[config.mk]
export PLATFORM = sky130hd
export DESIGN_NAME = sram_ctrl
export DESIGN_NICKNAME = d
export VERILOG_FILES = /design/src/rtl/sram_ctrl.sv
export SDC_FILE = /design/constraint.sdc
export NUM_CORES = 1
export LEC_CHECK = 0
export BUFFER_PORTS_ARGS = -buffer_cell sky130_fd_sc_hd__buf_2
export CAP_MARGIN = 20
export CORE_MARGIN = 4
export CORE_UTILIZATION = 30
export DETAILED_ROUTE_END_ITERATION = 6
export PLACE_DENSITY = 0.54
export SYNTH_ARGS = -nofsm -noshare
export SYNTH_HDL_FRONTEND = slang
export SYNTH_SLANG_ARGS = --single-unit
[constraint.sdc]
create_clock -name clk -period 2.3 [get_ports clk]
set_input_delay 0.345 -clock clk [delete_from_list [all_inputs] [get_ports clk]]
set_output_delay 0.345 -clock clk [all_outputs]
set_load 0.02 [all_outputs]
[src/rtl/sram_ctrl.sv]
// ---------------------------------------------------------------------------
// sram_ctrl
// Request/response front-end for a 128x8 synchronous SRAM. It accepts one read
// or write at a time over a valid/ready handshake, drives the SRAM pins from
// registered copies of the request, and returns read data on a valid/ready
// response channel.
//
// Optional build macro: SRAM_CLEAR_EN
//   When defined, reset enters a CLEAR state that writes zero to every SRAM
//   address before the first request is accepted.
//   When undefined, reset goes straight to IDLE.
//
// Reset is synchronous and active-low. The SRAM's active-high reset is
// driven with ~reset by the level above.
// ---------------------------------------------------------------------------
module sram_ctrl #(
    parameter int ADDR_W = 7,
    parameter int DATA_W = 8
) (
    input  logic              clk,
    input  logic              reset,
    // Request channel
    input  logic              req_valid,
    output logic              req_ready,
    input  logic              req_we,
    input  logic [ADDR_W-1:0] req_addr,
    input  logic [DATA_W-1:0] req_wdata,
    // Response channel
    output logic              rsp_valid,
    input  logic              rsp_ready,
    output logic [DATA_W-1:0] rsp_data,
    // Status
    output logic              busy,
    // SRAM pins
    output logic              mem_cs,
    output logic              mem_we,
    output logic              mem_oe,
    output logic [ADDR_W-1:0] mem_addr,
    output logic [DATA_W-1:0] mem_wdata,
    input  logic [DATA_W-1:0] mem_rdata
);

    // -----------------------------------------------------------------------
    // State encoding
    // -----------------------------------------------------------------------
    typedef enum logic [2:0] {
        S_IDLE    = 3'd0,
        S_WR      = 3'd1,
        S_RD_ADDR = 3'd2,
        S_RD_DATA = 3'd3,
        S_RSP     = 3'd4
`ifdef SRAM_CLEAR_EN
        ,
        S_CLEAR   = 3'd5
`endif
    } state_t;

`ifdef SRAM_CLEAR_EN
    localparam state_t RESET_STATE = S_CLEAR;
`else
    localparam state_t RESET_STATE = S_IDLE;
`endif

    state_t r_state;
    state_t w_next_state;

    // Captured request; these drive the SRAM address/data pins so that the
    // pins never follow req_* combinationally.
    logic [ADDR_W-1:0] r_addr_q;
    logic [DATA_W-1:0] r_wdata_q;
    logic [DATA_W-1:0] r_rsp_data;

    logic w_accept;

    // A request is taken only in IDLE; everywhere else req_valid is ignored
    // and the requester must keep holding it.
    assign w_accept = (r_state == S_IDLE) && req_valid;

`ifdef SRAM_CLEAR_EN
    // -----------------------------------------------------------------------
    // Post-reset sweep counter
    // -----------------------------------------------------------------------
    logic [ADDR_W-1:0] r_clr_cnt;
    logic              w_clr_last;

    assign w_clr_last = (r_clr_cnt == '1);

    // Sweep address: restarts at 0 on every reset, advances once per CLEAR cycle.
    always_ff @(posedge clk) begin
        if (!reset) begin
            r_clr_cnt <= '0;
        end else if (r_state == S_CLEAR) begin
            r_clr_cnt <= r_clr_cnt + ADDR_W'(1);
        end
    end
`endif

    // -----------------------------------------------------------------------
    // State register
    // -----------------------------------------------------------------------
    // Advance the FSM; reset overrides any in-flight request or response.
    always_ff @(posedge clk) begin
        // NOTE: clocked state uses non-blocking assignments so every register
        // samples pre-edge values, independent of block ordering.
        if (!reset) begin
            r_state <= RESET_STATE;
        end else begin
            r_state <= w_next_state;
        end
    end

    // -----------------------------------------------------------------------
    // Next-state and Moore output decode
    // -----------------------------------------------------------------------
    // Strobes, busy and the handshake outputs depend on r_state only.
    always_comb begin
        // NOTE: every output gets a default before the case so that no path
        // leaves a signal unassigned, which would infer a latch.
        w_next_state = r_state;
        req_ready    = 1'b0;
        rsp_valid    = 1'b0;
        busy         = 1'b1;
        mem_cs       = 1'b0;
        mem_we       = 1'b0;
        mem_oe       = 1'b0;

        unique case (r_state)
            S_IDLE: begin
                req_ready = 1'b1;
                busy      = 1'b0;
                if (req_valid) begin
                    w_next_state = req_we ? S_WR : S_RD_ADDR;
                end
            end
            S_WR: begin
                // SRAM commits r_wdata_q at the next edge.
                mem_cs       = 1'b1;
                mem_we       = 1'b1;
                w_next_state = S_IDLE;
            end
            S_RD_ADDR: begin
                // SRAM loads its output buffer at the next edge.
                mem_cs       = 1'b1;
                w_next_state = S_RD_DATA;
            end
            S_RD_DATA: begin
                // Buffer is on mem_rdata; the repeated SRAM read of the same
                // address only reloads the same value.
                mem_cs       = 1'b1;
                mem_oe       = 1'b1;
                w_next_state = S_RSP;
            end
            S_RSP: begin
                rsp_valid = 1'b1;
                if (rsp_ready) begin
                    w_next_state = S_IDLE;
                end
            end
`ifdef SRAM_CLEAR_EN
            S_CLEAR: begin
                mem_cs = 1'b1;
                mem_we = 1'b1;
                if (w_clr_last) begin
                    w_next_state = S_IDLE;
                end
            end
`endif
            default: begin
                w_next_state = S_IDLE;
            end
        endcase
    end

    // -----------------------------------------------------------------------
    // Request capture and response data register
    // -----------------------------------------------------------------------
    // Latch the request on accept; latch SRAM read data as RD_DATA ends.
    always_ff @(posedge clk) begin
        if (!reset) begin
            r_addr_q   <= '0;
            r_wdata_q  <= '0;
            r_rsp_data <= '0;
        end else begin
            if (w_accept) begin
                r_addr_q  <= req_addr;
                r_wdata_q <= req_wdata;
            end
            if (r_state == S_RD_DATA) begin
                r_rsp_data <= mem_rdata;
            end
        end
    end

    assign rsp_data = r_rsp_data;

    // -----------------------------------------------------------------------
    // SRAM address/data pin selection
    // -----------------------------------------------------------------------
    // Captured request drives the pins, except during the clear sweep.
    always_comb begin
        mem_addr  = r_addr_q;
        mem_wdata = r_wdata_q;
`ifdef SRAM_CLEAR_EN
        if (r_state == S_CLEAR) begin
            mem_addr  = r_clr_cnt;
            mem_wdata = '0;
        end
`endif
    end

    // -----------------------------------------------------------------------
    // Protocol invariants
    // -----------------------------------------------------------------------
    // A write or output-enable never happens without chip select, and the
    // SRAM is never asked to write and drive data at the same time.
    a_we_needs_cs: assert property (@(posedge clk) disable iff (!reset)
        mem_we |-> mem_cs);
    a_oe_needs_cs: assert property (@(posedge clk) disable iff (!reset)
        mem_oe |-> mem_cs);
    a_we_oe_excl: assert property (@(posedge clk) disable iff (!reset)
        !(mem_we && mem_oe));

endmodule
==> results.ini, run 1 <==
[hold_path]
whs_endpoint=rsp_data[4]$_SDFFE_PN0P_
hold_depth=3
hp-start=mem_rdata[4]
hold_path.class=in2reg

[cells_and_area]
mostFrequentLayoutCells=buf_2, nand2_1, dfxtp_1, mux2i_1
postLayoutCoreUtil_pct=41.8
area_growth_pct=32.3
diodes=0
layout_commonest_cell=buf_2
drive_gt1_share_pct=38.7
fin_nets=202

[sta]
finalSetupTns_ps=0
tightestPinTransition_ps=353
fin_ws_ps=512
finalSetupViolations=0
layout_min_cycle_time_ps=1790
skew_ps=2.95
rsz0062_at_grt=false
drv_slew=0
clock.fmax_mhz=559
max_slew_margin_pct=76.5
finalCritPeriodShare_pct=77.7
hold_viol=0

[synth]
avgSynthCellArea_um2=9.07
syn_area_um2=1080
synthCells=119
synth_nets=147
yosys_warnings=0
synth_top_area_cell=dfxtp_1
synth_area_leaders=dfxtp_1, mux2i_1, nand2_1
ys_types=19
synth-seq-area-share_pct=48.2
synth_top_cell_area_share_pct=48.2
ys_ff_latch=26

[critical_path]
cp_max_fo=10
r2r-start=r_state[2]$_SDFFE_PN0P_
crit_type=reg2out
cp-startpoint=r_state[1]$_SDFFE_PN0P_
regToRegSetupSlack_ps=1040
worst_ep_arrival_time_ps=1440
critPathCaptureType=primary output
required_ps=1960
cp-start-kind=flop
rr_worst_depth=3
rr_endpoint=mem_wdata[3]$_SDFFE_PN0P_

[global_routing]
grtUsageTotal_pct=10.7
overflow=0
grt_pass1_vias=866
grt_max_degree=28
grt_pass1_wl_mm=3.82
antenna_found_initial=0

[die]
die_area_um2=4620
chipWidth_um=68.0
ioPinCount=57
die-height_um=68.0
core.rowCount=21
core_area_um2=3420
initial_core_util_pct=31.6

[cts]
cts_resized=0
cts_inserted_buffers=3
cts_tree=done
ctsHtreeMaxLevel=1
post_cts_buffers=0
cts-root-buf=clkbuf_4
clk_latency_ps=310
clk_pin_slew_ps=130
postCtsHoldBufs=0
cts.sinks=26
cts_buffer_depth=2

[status]
status=complete, no violations

[route]
wirelength_met1_mm=1.06
dr.max_layer_used=met4
routed-via-count=939
first_iter_violations=24
met2_length_mm=1.11
via_per_inst=4.29
drc=0
drt_pre_antenna_iters=4
route.met3.wl_um=190
drt-wirelength-per-cell_um=10.9
routed_wl_mm=2.38
ant_nets=0

[placement]
gp_congestion=0.688
post-place-ws_ps=848
hpwl_mm=1.84
port_buffers=56

[pwr]
power_density_nw_per_um2=621
total_power_w=0.000887
ir_worst_vdd_mv=0.405
leakagePower_nw=0.709

[run]
drv_cap=0

## cells in the mapped netlist (all sizes together)
master  number
a21oi        2
dfxtp       26
mux2i       23
buf          2
and2         1
nand2b       1
and3b        1
o21a         1
or3          1
nor4b        2
inv          2
nor3b        1
nor2         3
or3b         1
nand2       46
clkbuf       6
## critical path, cell delays in order, from the launching register on
cell,delay [ps]
dfxtp_1,500
and3b_2,410
buf_2,220
## flip-flops by register name (all words and copies together), names as in the netlist
name / flops
r_state: 3
rsp_data: 8
mem_wdata: 8
mem_addr: 7
## area by class of cell
| type | instances | area [µm²] |
|---|---|---|
| fill | 363 | 1990 |
| inverter | 2 | 7.51 |
| timing repair buffer | 58 | 295 |
| tap | 46 | 57.6 |
| sequential | 26 | 520 |
| clock buffer | 4 | 36.3 |
| multi-input combinational | 83 | 512 |
## worst max path at each step
stage                end  cells past startpoint
6_report          mem_oe                      2
5_1_grt           mem_oe                      2
4_1_cts           mem_oe                      2
3_5_place_dp      mem_oe                      2
3_3_place_gp      mem_oe                      2
2_1_floorplan  req_ready                      3
## through the flow
stage | hold slack [ps] | cells | instance area (µm²)
floorplan | 486 | 119 | 1080
global placement | 439 | 215 | 1390
detailed placement | 444 | 215 | 1390
CTS | 244 | 219 | 1430
global route | 237 | 219 | 1430
finish | 265 | 219 | 1430
## power by group
part / internal, W / switching, W / total [W]
Clock: 0.0000966 / 0.000124 / 0.000221
Combinational: 0.0000737 / 0.000100 / 0.000174
Sequential: 0.000476 / 0.0000163 / 0.000492
Total: 0.000646 / 0.000241 / 0.000887
## logic make-up (layout without fill, tap and decap cells)
group	Yosys count	count (layout)	share of synthesized area, %
buffers and inverters	10	64	4.40
AO/OA/AOI/OAI	3	3	1.62
multiplexers	23	23	21.3
AND/OR/NAND/NOR	57	57	24.5
flip-flops	26	26	48.2
## layer usage
layer | track usage [%] | up-vias
li1 | - | 490
met1 | 13.5 | 417
met2 | 17.2 | 30
met3 | 4.27 | 2
met4 | 2.23 | 0
met5 | 0 | -
Power figures use the tool's default switching activity.
==> inputs of run 2 (changes only) <==
Settings changed: ABC_AREA from default to 1, PLACE_DENSITY 0.54 to 0.55.
Clock period 2.3 ns to 1.5 ns, I/O delays scaled along.
==> run 2 against run 1 <==
Net effect:
- synthesized cell count increased by 49%
- critical endpoint is now mem_cs
- clock power increased by 100%
- global-route usage increased by 0.56 points
- combinational power increased by 87%
- die area increased by 11%
- setup slack got worse by 390 ps
- flip-flop and latch count unchanged
- register-to-register slack got worse by 630 ps
- first-iteration DRC count increased by 29%
- largest cell class unchanged
==> results.ini, run 2 <==
[placement]
post-place-ws_ps=337
dp_cells=274
gp_congestion=0.716
port_buffers=56
hpwl_mm=2.00

[cts]
cts-root-buf=clkbuf_8
cts_resized=0
cts_tree=done
ctsHtreeMaxLevel=1
cts.sinks=26
clk_pin_slew_ps=90
post_cts_buffers=0
postCtsHoldBufs=0
cts_buffer_depth=2
cts_inserted_buffers=3
clk_latency_ps=260

[synth]
synth_top_cell_area_share_pct=42.8
synth-main-ff-cell=dfxtp_1
ys_types=18
synth-seq-area-share_pct=42.8
avgSynthCellArea_um2=6.86
synth_area_leaders=dfxtp_1, nor2_1, nand2_1
yosysMostFrequentCell=nor2_1
synth_commonest_cells=nor2_1, nand2_1, inv_1
synth_top_area_cell=dfxtp_1
synthCells=177
syn_area_um2=1210
ys_ff_latch=26
yosys_warnings=0
ys_async_sr_fraction_pct=0
synth_nets=205
synth_edf_count=0

[sta]
skew_ps=0.731
tightestPinTransition_ps=461
max_slew_margin_pct=69.3
rsz0062_at_grt=false
layout_min_cycle_time_ps=1370
finalSetupTns_ps=0
finalCritPeriodShare_pct=91.6
drv_slew=0
fin_ws_ps=126
clock.fmax_mhz=728
finalSetupViolations=0
hold_viol=0

[pwr]
ir_worst_vdd_mv=0.536
power_density_nw_per_um2=986
leakagePower_nw=0.915

[cells_and_area]
area_growth_pct=28.5
fin_nets=259
layout_commonest_cell=buf_2
mostFrequentLayoutCells=buf_2, nor2_1, nand2_1, inv_1, dfxtp_1
fin_cells=278
drive_gt1_share_pct=30.9
diodes=0

[hold_path]
hold_path.class=in2reg
whs_endpoint=rsp_data[4]$_SDFFE_PN0P_
hold_depth=3
hp-start=mem_rdata[4]

[route]
first_iter_violations=31
drc=0
routed_wl_mm=2.79
ant_nets=0
drt_pre_antenna_iters=2
via_per_inst=4.18
routed-via-count=1161
drt-wirelength-per-cell_um=10.0

[die]
core_area_um2=3800
die_area_um2=5130
ioPinCount=57
initial_core_util_pct=32.0
die-height_um=71.6
core.rowCount=22
chipWidth_um=71.6

[global_routing]
grtUsageTotal_pct=11.3
grt_pass1_vias=1093
antenna_found_initial=0
overflow=0
grt_max_degree=31
grt_pass1_wl_mm=4.76

[status]
status=complete, no violations

[critical_path]
crit_type=reg2out
required_ps=1270
cp-start-kind=flop
critPathCaptureType=primary output
rr_endpoint=rsp_data[1]$_SDFFE_PN0P_
cp_max_fo=5
r2r-start=r_state[2]$_SDFFE_PN0P_
rr_worst_depth=6
regToRegSetupSlack_ps=410
worst_ep_arrival_time_ps=1150

[run]
drv_cap=0

==> run 2: cell count changes after synthesis, sizes merged, moves of 2 or more <==
| cell | previous run | this run |
|---|---|---|
| a21oi | 2 | 15 |
| buf | 2 | 9 |
| clkbuf | 6 | 2 |
| inv | 2 | 31 |
| mux2i | 23 | 0 |
| nand2 | 46 | 34 |
| nand3 | 0 | 18 |
| nor2 | 3 | 38 |
| nor3 | 0 | 2 |
| nor4b | 2 | 0 |
==> run 2: routing by layer <==
metal  wire (µm)  vias to the layer above  global-route usage, %  part of all wire, %
met5           0                        -                      0                    0
met4          10                        0                   1.25                 0.36
met2        1140                       45                   18.4                   41
li1            -                      637                      -                    -
met1        1350                      477                   14.5                   49
met3         286                        2                   4.49                   10
==> run 2: where the power goes <==
part	switching (W)	internal, W
Combinational	0.000198	0.000126
Clock	0.000214	0.000234
Sequential	0.0000294	0.000737
==> run 2: logic make-up (layout without fill, tap and decap cells) <==
kind of cell | count (synthesis) | in the layout | synth area share, %
compound gates | 17 | 17 | 7.52
buf+inv | 42 | 95 | 17.3
flops | 26 | 26 | 42.8
simple gates | 92 | 92 | 32.3
==> run 2: per-stage QoR <==
step                util [%]  cell area [µm²]  total power [W]  hold WS [ps]
floorplan                  -             1210          0.00101           354
global placement        39.6             1500          0.00111           457
detailed placement      39.6             1500          0.00111           457
CTS                     41.0             1560          0.00157           170
global route            41.1             1560          0.00164           187
finish                  41.1             1560          0.00154           178
==> run 2: cell type report <==
cell class,instances,area [µm²]
Fill cell,421,2240
Multi-Input combinational cell,109,484
Tap cell,48,60.1
Inverter,31,116
Sequential cell,26,523
Clock buffer,4,55.1
Timing Repair Buffer,60,323
==> run 2: worst max path at each step <==
stage,slack [ps],from,end,cells after the start
4_1_cts,30,r_state[1]$_SDFFE_PN0P_,mem_oe,3
6_report,130,r_state[2]$_SDFFE_PN0P_,mem_cs,4
2_1_floorplan,260,r_state[2]$_SDFFE_PN0P_,req_ready,4
3_5_place_dp,340,r_state[1]$_SDFFE_PN0P_,rsp_data[0]$_SDFFE_PN0P_,5
5_1_grt,10,r_state[2]$_SDFFE_PN0P_,mem_cs,4
3_3_place_gp,360,r_state[1]$_SDFFE_PN0P_,mem_oe,3
==> run 2: critical path, stage by stage (launching register included) <==
cell and delay [ps]:
dfxtp_1 460, inv_2 90, nand2_1 90, o21ai_0 80, buf_2 170
==> inputs of run 3 (changes only) <==
Settings changed: CTS_BUF_LIST from default to sky130_fd_sc_hd__clkbuf_16, SETUP_SLACK_MARGIN from default to 0.02.
==> run 3 against run 2 <==
Net effect:
- design area up 1.5%
- combinational power about the same
- clock power up 31%
- global-route usage up 0.29 points
- routed wire length up 0.22%
- fmax up 1.2%
- first-iteration DRC count down 13%
- core utilization up 0.63 points
==> results.ini, run 3 (synthesized netlist as in run 2, its figures left out) <==
[critical_path]
critical-path-top-delay-family=flip-flops
required_ps=1270
crit_slowest_cell=dfxtp_1
regToRegSetupSlack_ps=410
worst_ep_arrival_time_ps=1130
cp_max_fo=5
worstPathCellList=inv_2 -> nand2_1 -> o21ai_0 -> buf_2
r2r-start=r_state[2]$_SDFFE_PN0P_
rr_endpoint=rsp_data[1]$_SDFFE_PN0P_
rr_worst_depth=6
path_buf_inv=2
critPathCaptureType=primary output
critPathMaxStageDelay_ps=450
cp-start-kind=flop
crit_type=reg2out

[route]
routed-via-count=1171
drt-wirelength-per-cell_um=10.0
via_per_inst=4.21
wirelength_met1_mm=1.35
route.met3.wl_um=290
first_iter_violations=27
routed_wl_mm=2.79
met2_length_mm=1.13
drc=0
dr.max_layer_used=met4
ant_nets=0
drt_pre_antenna_iters=2

[cts]
clk_latency_ps=260
cts_tree=done
clk_pin_slew_ps=60
cts-root-buf=clkbuf_16
cts_inserted_buffers=3
cts_buffer_depth=2
cts.sinks=26
ctsHtreeMaxLevel=1
post_cts_buffers=0

[sta]
layout_min_cycle_time_ps=1360
rsz0062_at_grt=false
clock.fmax_mhz=736
tightestPinTransition_ps=464
finalSetupTns_ps=0
finalSetupViolations=0
max_slew_margin_pct=69.1
drv_slew=0
hold_viol=0
finalHoldWorstSlack_ps=189
finalCritPeriodShare_pct=90.5
skew_ps=2.26

[global_routing]
grt_pass1_wl_mm=4.79
grt_max_degree=31
grtUsageTotal_pct=11.6
overflow=0
antenna_found_initial=0
grt_pass1_vias=1092

[placement]
gp_congestion=0.716
hpwl_mm=2.00
port_buffers=56

[hold_path]
hold_depth=3
hold_path.class=in2reg
whs_endpoint=rsp_data[4]$_SDFFE_PN0P_
hp-start=mem_rdata[4]

[cells_and_area]
drive_gt1_share_pct=30.4
area_growth_pct=30.5
layout_commonest_cell=buf_2
nFillCells=419
diodes=0
fin_nets=259
mostFrequentLayoutCells=buf_2, nor2_1, nand2_1, inv_1, dfxtp_1

[die]
core_area_um2=3800
ioPinCount=57
initial_core_util_pct=32.0
chipWidth_um=71.6
die_area_um2=5130
core.rowCount=22
die-height_um=71.6

[pwr]
seq_power_share_pct=45.7
total_power_w=0.00168
switchingPower_w=0.000459
combPwrFrac_pct=19.3
switching_share_pct=27.3
clockPowerShare_pct=35.0
leakagePower_nw=0.924
power_density_nw_per_um2=1060
p_int_w=0.00122
ir_worst_vdd_mv=0.682

[run]
drv_cap=0

[status]
status=complete, no violations

## run 3: changes by cell type in the layout (fill, tap and decap cells not counted)
cell and delta:
clkbuf_8 -4, clkbuf_16 +3, clkinv_1 +1
## run 3: layout make-up
cell class / instances / area (µm²) / area share (%)
clock buffers: 3 / 75.1 / 4.74
clock inverters: 1 / 3.75 / 0.237
well taps: 48 / 60.1 / 3.79
multi-input cells: 109 / 484 / 30.5
inverters: 31 / 116 / 7.34
repair buffers: 60 / 323 / 20.4
flip-flops and latches: 26 / 523 / 33.0
## run 3: how the worst max path moves through the flow
stage,from,to,slack [ps],cells after the start
finish,r_state[2]$_SDFFE_PN0P_,mem_cs,140,4
global placement,r_state[1]$_SDFFE_PN0P_,mem_oe,360,3
floorplan,r_state[2]$_SDFFE_PN0P_,req_ready,260,4
CTS,r_state[1]$_SDFFE_PN0P_,mem_oe,50,3
detailed placement,r_state[1]$_SDFFE_PN0P_,rsp_data[0]$_SDFFE_PN0P_,340,5
global route,r_state[2]$_SDFFE_PN0P_,mem_cs,40,4
## run 3: what timing repair did
action / CTS / global route
setup endpoints to repair: 0 / 2
hold buffers: 0 / 0
gates resized for setup: 0 / 2
## run 3: layer usage
metal / vias up / track usage [%]
met5: - / 0
met1: 482 / 14.7
met2: 45 / 18.3
met4: 0 / 3.13
li1: 640 / -
met3: 4 / 4.49
## run 3: tightest hold or removal path: stages
cell	delay [ps]
buf_2	80
nor2_1	30
nor2_1	80
## run 3: metrics by stage
stage	utilization [%]	worst slack [ps]	std cells	area, µm²
6_report	41.7	142	278	1590
5_1_grt	41.7	37.8	278	1590
2_1_floorplan	-	255	177	1210
3_3_place_gp	39.6	362	274	1500
3_5_place_dp	39.6	337	274	1500
4_1_cts	41.7	48.2	278	1580
## run 3: power by group through the flow
stage | clock network [W] | logic, W | registers (W)
3_5_place_dp | 0 | 0.000330 | 0.000782
6_report | 0.000588 | 0.000325 | 0.000767
4_1_cts | 0.000619 | 0.000330 | 0.000767
3_3_place_gp | 0 | 0.000328 | 0.000782
5_1_grt | 0.000641 | 0.000370 | 0.000774
2_1_floorplan | 0 | 0.000177 | 0.000829
